[config.mk]
export PLATFORM = sky130hd
export DESIGN_NAME = mac_result_quantizer
export DESIGN_NICKNAME = d
export VERILOG_FILES = /design/src/rtl/mac_result_quantizer.sv
export SDC_FILE = /design/constraint.sdc
export NUM_CORES = 1
export LEC_CHECK = 0
export ABC_AREA = 0
export CAP_MARGIN = 20
export CORE_MARGIN = 2
export CORE_UTILIZATION = 35
export CTS_CLUSTER_DIAMETER = 80
export DETAILED_ROUTE_END_ITERATION = 6
export GPL_ROUTABILITY_DRIVEN = 0
export GPL_TIMING_DRIVEN = 0
export SYNTH_ARGS = -nofsm -noshare
export SYNTH_HDL_FRONTEND = slang
export SYNTH_SLANG_ARGS = --single-unit
export TNS_END_PERCENT = 1
[constraint.sdc]
create_clock -name clk_i -period 9.5 [get_ports clk_i]
set_input_delay 0.95 -clock clk_i [delete_from_list [all_inputs] [get_ports clk_i]]
set_output_delay 0.95 -clock clk_i [all_outputs]
set_load 0.005 [all_outputs]
[src/rtl/mac_result_quantizer.sv]
// Turns the never-cleared running MAC sum into per-vector int8 results.
// Results pass through ReLU, a rounded right shift and saturation into a small FWFT FIFO.
module mac_result_quantizer #(
  parameter int unsigned VEC_LEN    = 16,
  parameter int unsigned SHIFT      = 8,
  parameter int unsigned RELU_EN    = 1,
  parameter int unsigned FIFO_DEPTH = 4
) (
  input  logic                          clk_i,
  input  logic                          rst_i,
  input  logic [31:0]                   acc_data_i,
  input  logic                          acc_valid_i,
  input  logic                          clear_i,
  output logic [7:0]                    out_data_o,
  output logic                          out_valid_o,
  input  logic                          out_ready_i,
  output logic [$clog2(FIFO_DEPTH):0]   fifo_count_o,
  output logic                          overflow_o
);

  localparam int unsigned CntW = (VEC_LEN > 1) ? $clog2(VEC_LEN) : 1;
  localparam int unsigned PtrW = $clog2(FIFO_DEPTH);

  localparam logic [CntW-1:0]      CntLast   = CntW'(VEC_LEN - 1);
  localparam logic [CntW-1:0]      CntOne    = CntW'(1);
  localparam logic [PtrW-1:0]      PtrOne    = PtrW'(1);
  localparam logic [PtrW:0]        CountOne  = (PtrW + 1)'(1);
  localparam logic [PtrW:0]        CountFull = (PtrW + 1)'(FIFO_DEPTH);
  localparam logic signed [32:0]   Half      = 33'sd1 <<< (SHIFT - 1);
  localparam logic signed [32:0]   SatMax    = 33'sd127;
  localparam logic signed [32:0]   SatMin    = -33'sd128;

  logic [CntW-1:0] cnt_q, cnt_d;
  logic [31:0]     base_q, base_d;
  logic [31:0]     last_acc_q, last_acc_d;
  logic [31:0]     diff_q, diff_d;
  logic            s1_v_q, s1_v_d;

  logic [7:0]      mem_q [FIFO_DEPTH];
  logic [7:0]      mem_d [FIFO_DEPTH];
  logic [PtrW-1:0] wr_ptr_q, wr_ptr_d;
  logic [PtrW-1:0] rd_ptr_q, rd_ptr_d;
  logic [PtrW:0]   count_q, count_d;
  logic            overflow_q, overflow_d;

  // Beat counting and dot-product extraction against the vector base.
  always_comb begin
    cnt_d      = cnt_q;
    base_d     = base_q;
    last_acc_d = last_acc_q;
    diff_d     = diff_q;
    s1_v_d     = 1'b0;
    if (acc_valid_i) begin
      last_acc_d = acc_data_i;
    end
    if (clear_i) begin
      cnt_d  = '0;
      base_d = acc_valid_i ? acc_data_i : last_acc_q;
    end else if (acc_valid_i) begin
      if (cnt_q == CntLast) begin
        diff_d = acc_data_i - base_q;
        base_d = acc_data_i;
        cnt_d  = '0;
        s1_v_d = 1'b1;
      end else begin
        cnt_d = cnt_q + CntOne;
      end
    end
  end

  logic signed [31:0] relu_x;
  logic signed [32:0] rounded;
  logic signed [32:0] shifted;
  logic [7:0]         quant;

  always_comb begin
    relu_x  = ((RELU_EN != 0) && diff_q[31]) ? 32'sd0 : $signed(diff_q);
    rounded = {relu_x[31], relu_x} + Half;
    shifted = rounded >>> SHIFT;
    if (shifted > SatMax) begin
      quant = 8'h7f;
    end else if (shifted < SatMin) begin
      quant = 8'h80;
    end else begin
      quant = shifted[7:0];
    end
  end

  logic push, pop, full, push_ok;

  always_comb begin
    push    = s1_v_q;
    full    = (count_q == CountFull);
    pop     = (count_q != '0) && out_ready_i;
    // A full FIFO still accepts a push when the head leaves in the same cycle.
    push_ok = push && (!full || pop);
  end

  always_comb begin
    mem_d      = mem_q;
    wr_ptr_d   = wr_ptr_q;
    rd_ptr_d   = rd_ptr_q;
    count_d    = count_q;
    overflow_d = overflow_q;
    if (clear_i) begin
      wr_ptr_d   = '0;
      rd_ptr_d   = '0;
      count_d    = '0;
      overflow_d = 1'b0;
    end else begin
      if (pop) begin
        rd_ptr_d = rd_ptr_q + PtrOne;
      end
      if (push_ok) begin
        mem_d[wr_ptr_q] = quant;
        wr_ptr_d        = wr_ptr_q + PtrOne;
      end else if (push) begin
        overflow_d = 1'b1;
      end
      unique case ({push_ok, pop})
        2'b10:   count_d = count_q + CountOne;
        2'b01:   count_d = count_q - CountOne;
        default: count_d = count_q;
      endcase
    end
  end

  always_ff @(posedge clk_i or posedge rst_i) begin
    if (rst_i) begin
      cnt_q      <= '0;
      base_q     <= '0;
      last_acc_q <= '0;
      diff_q     <= '0;
      s1_v_q     <= 1'b0;
      mem_q      <= '{default: '0};
      wr_ptr_q   <= '0;
      rd_ptr_q   <= '0;
      count_q    <= '0;
      overflow_q <= 1'b0;
    end else begin
      cnt_q      <= cnt_d;
      base_q     <= base_d;
      last_acc_q <= last_acc_d;
      diff_q     <= diff_d;
      s1_v_q     <= s1_v_d;
      mem_q      <= mem_d;
      wr_ptr_q   <= wr_ptr_d;
      rd_ptr_q   <= rd_ptr_d;
      count_q    <= count_d;
      overflow_q <= overflow_d;
    end
  end

  always_comb begin
    out_valid_o  = (count_q != '0);
    out_data_o   = out_valid_o ? mem_q[rd_ptr_q] : 8'h00;
    fifo_count_o = count_q;
    overflow_o   = overflow_q;
  end

endmodule

==> impl_metrics.py <==
metrics = {
    "yosys": {
        "syn-num-nets": 817,
        "synth_cell_types": 56,
        "synth-main-ff-cell": "dfrtp_1",
        "synth-edff-count": 0,
        "yosysWarnings": 0,
        "async_reset_ff_share_pct": 100,
        "syn_area_mm2": 0.00749,
        "syn_inst": 743,
        "synth-seq-cells": 134,
        "avgSynthCellArea_um2": 10.1,
        "synth-seq-area-share_pct": 44.8,
    },
    "timing": {
        "hold_ws_ns": 0.485,
        "slew_headroom_pct": 44.6,
        "rsz0062_at_grt": "false",
        "timing.final.crit_share_pct": 37.2,
        "worstMarginPinSlew_ns": 0.832,
        "finalSetupTns_ns": 0,
        "finalSetupViolations": 0,
        "fin_worst_skew_ns": 0.00949,
        "finalCriticalPeriod_ns": 3.54,
        "finalWorstSetupSlack_ns": 5.96,
        "maxSlewViolCount": 0,
        "max_freq_mhz": 283,
        "hold_violations": 0,
    },
    "floorplanning": {
        "die_y_um": 150,
        "die_w_um": 150,
        "start_util_pct": 35.6,
        "die_area_mm2": 0.0226,
        "coreArea_mm2": 0.0210,
        "io_pins": 50,
        "core.rowCount": 53,
    },
    "cts": {
        "htreeDepth": 4,
        "tritoncts": "yes",
        "cts_resized": 0,
        "cts_sinks": 134,
        "path_clk_slew_ns": 0.06,
        "ctsRootBufferMaster": "clkbuf_16",
        "cts_buffers": 17,
        "insertion_delay_ns": 0.42,
        "clock_path_buffers": 2,
        "cts_hold_buf": 0,
        "postCtsSetupRepairBufs": 0,
    },
    "worst_setup_path": {
        "endpoint_kind": "output port",
        "reg2reg_depth": 13,
        "crit_fanout": 10,
        "crit_path_max_incr_delay_ns": 0.62,
        "critPathArrivalTime_ns": 2.59,
        "startpoint_type": "flop",
        "slowest_stage": "clkbuf_1",
        "crit_chain": "clkbuf_1, mux4_2, and2_1, clkdlybuf4s50_1",
        "path_class": "flop to output port",
        "critPathRequiredTime_ns": 8.55,
        "r2r_slack_ns": 6.12,
        "r2r-end": "mem_q[13]",
        "regToRegStartpoint": "diff_q[31]",
    },
    "routing": {
        "firstDrtPassIters": 4,
        "vias": 5359,
        "viasPerCell": 4.88,
        "route.detailed.drc": 0,
        "routedWlPerCell_um": 14.4,
        "ant_nets": 0,
        "drtIter0Drc": 191,
        "wl_um": 15800,
    },
    "global_routing": {
        "grt_max_degree": 97,
        "grt_pass1_wl_um": 26900,
        "antenna_found_initial": 0,
        "grt.total_usage_pct": 15.1,
        "gr-total-overflow": 0,
        "grt_pass1_vias": 5315,
    },
    "power": {
        "seq_power_share_pct": 39.7,
        "ir_worst_vdd_mv": 0.123,
        "combPwrFrac_pct": 18.9,
        "switching_share_pct": 27.4,
        "internal_power_mw": 1.15,
        "power_switching_mw": 0.435,
        "total_power_mw": 1.58,
        "p_leak_nw": 4.12,
        "p_clk_share_pct": 41.4,
        "p_per_area_mw_per_mm2": 177,
    },
    "placement": {
        "preCtsSetupSlack_ns": 5.52,
        "dp.cells": 1067,
        "port_buffers": 48,
        "hpwlAfterDp_um": 11300,
        "dpl_cell_area_mm2": 0.00834,
    },
    "cells_and_area": {
        "antennaDiodeCount": 0,
        "layout_commonest_cell": "dfrtp_1",
        "nNetsFinal": 885,
        "fillCellCount": 2056,
        "drive_gt1_share_pct": 12.9,
        "areaGrowthSynthToFinish_pct": 19.3,
        "fin_area_mm2": 0.00893,
        "mostFrequentLayoutCells": "dfrtp_1, nand2_1, o21ai_0",
        "finalNonFillerCells": 1099,
        "fin_util_pct": 42.5,
    },
    "hold_path": {
        "hold_path_depth": 1,
        "hold_path.class": "flop to flop",
        "worstHoldStart": "mem_q[7]",
        "holdPathEnd": "mem_q[7]",
    },
    "outcome": {
        "status": "completed",
    },
    "flow_run": {
        "cap_violations": 0,
    },
}
-- Yosys cell counts, types with 16 or more instances --
master,count,area [um2]
a21oi_1,24,120
xnor2_1,25,219
o21ai_0,67,335
xor2_1,16,140
a31oi_1,18,113
inv_1,40,150
mux2i_1,34,340
ha_1,36,450
clkbuf_1,28,105
dfrtp_1,134,3350
nor2_1,62,233
and2_1,16,100
mux2_2,33,372
nand2_1,82,308
-- worst max-delay path by stage --
stage	from	to	slack (ns)	cells past startpoint
floorplan	rst_i	base_q[0]	4.97	1
global placement	rst_i	last_acc_q[24]	2.83	2
detailed placement	acc_data_i[2]	diff_q[30]	5.52	12
CTS	rd_ptr_q[0]	out_data_o[7]	5.89	4
global route	rd_ptr_q[0]	out_data_o[4]	5.73	4
finish	rd_ptr_q[0]	out_data_o[7]	5.96	4
-- power groups by stage --
stage | registers (mW) | clock network [mW] | logic, mW
floorplan | 0.636 | 0 | 0.218
global route | 0.635 | 0.696 | 0.343
global placement | 0.639 | 0 | 0.299
finish | 0.629 | 0.655 | 0.299
CTS | 0.630 | 0.670 | 0.305
detailed placement | 0.640 | 0 | 0.303
-- kinds of logic (layout without fill, tap and decap cells) --
family                   after synthesis  count (layout)  share of synthesized area (%)
XOR/XNOR                              41              41                           4.80
buffers and inverters                 71             152                           3.86
AO/OA/AOI/OAI                        166             166                           14.4
flip-flops                           134             134                           44.8
adder cells (fa/ha/maj)               37              37                           6.28
AND/OR/NAND/NOR                      219             219                           14.0
multiplexers                          75              75                           11.9
-- layer usage --
metal,up-vias,GRT usage [%],share of wire (%)
li1,2729,-,-
met1,2552,20.4,50
met2,65,24.5,46
met3,13,3.76,2.9
met4,0,4.01,1.2
met5,-,0,0
-- cell type report --
cell class                 instances  area (um2)  area share, %
buffer                            31         139           1.56
clock inverter                    11         125           1.40
timing repair buffer              49         508           5.69
sequential                       134        3350           37.6
tap                              275         344           3.85
clock buffer                      21         460           5.16
inverter                          40         155           1.74
multi-input combinational        538        3840           43.1
-- worst max-delay path: cells and delay by family (launching register included) --
| family | cells | cell delay, ns |
|---|---|---|
| buffers and inverters | 2 | 1.05 |
| muxes | 1 | 0.61 |
| DFF | 1 | 0.32 |
| and+or+nand+nor | 1 | 0.17 |
-- state kept, by name, indices dropped and copies added (netlist names) --
name,count
diff_q,25
wr_ptr_q,2
last_acc_q,32
overflow_o,1
push,1
fifo_count_o,3
base_q,32
mem_q,32
cnt_q,4
rd_ptr_q,2
Note: power is estimated with default switching activity, not from simulation.
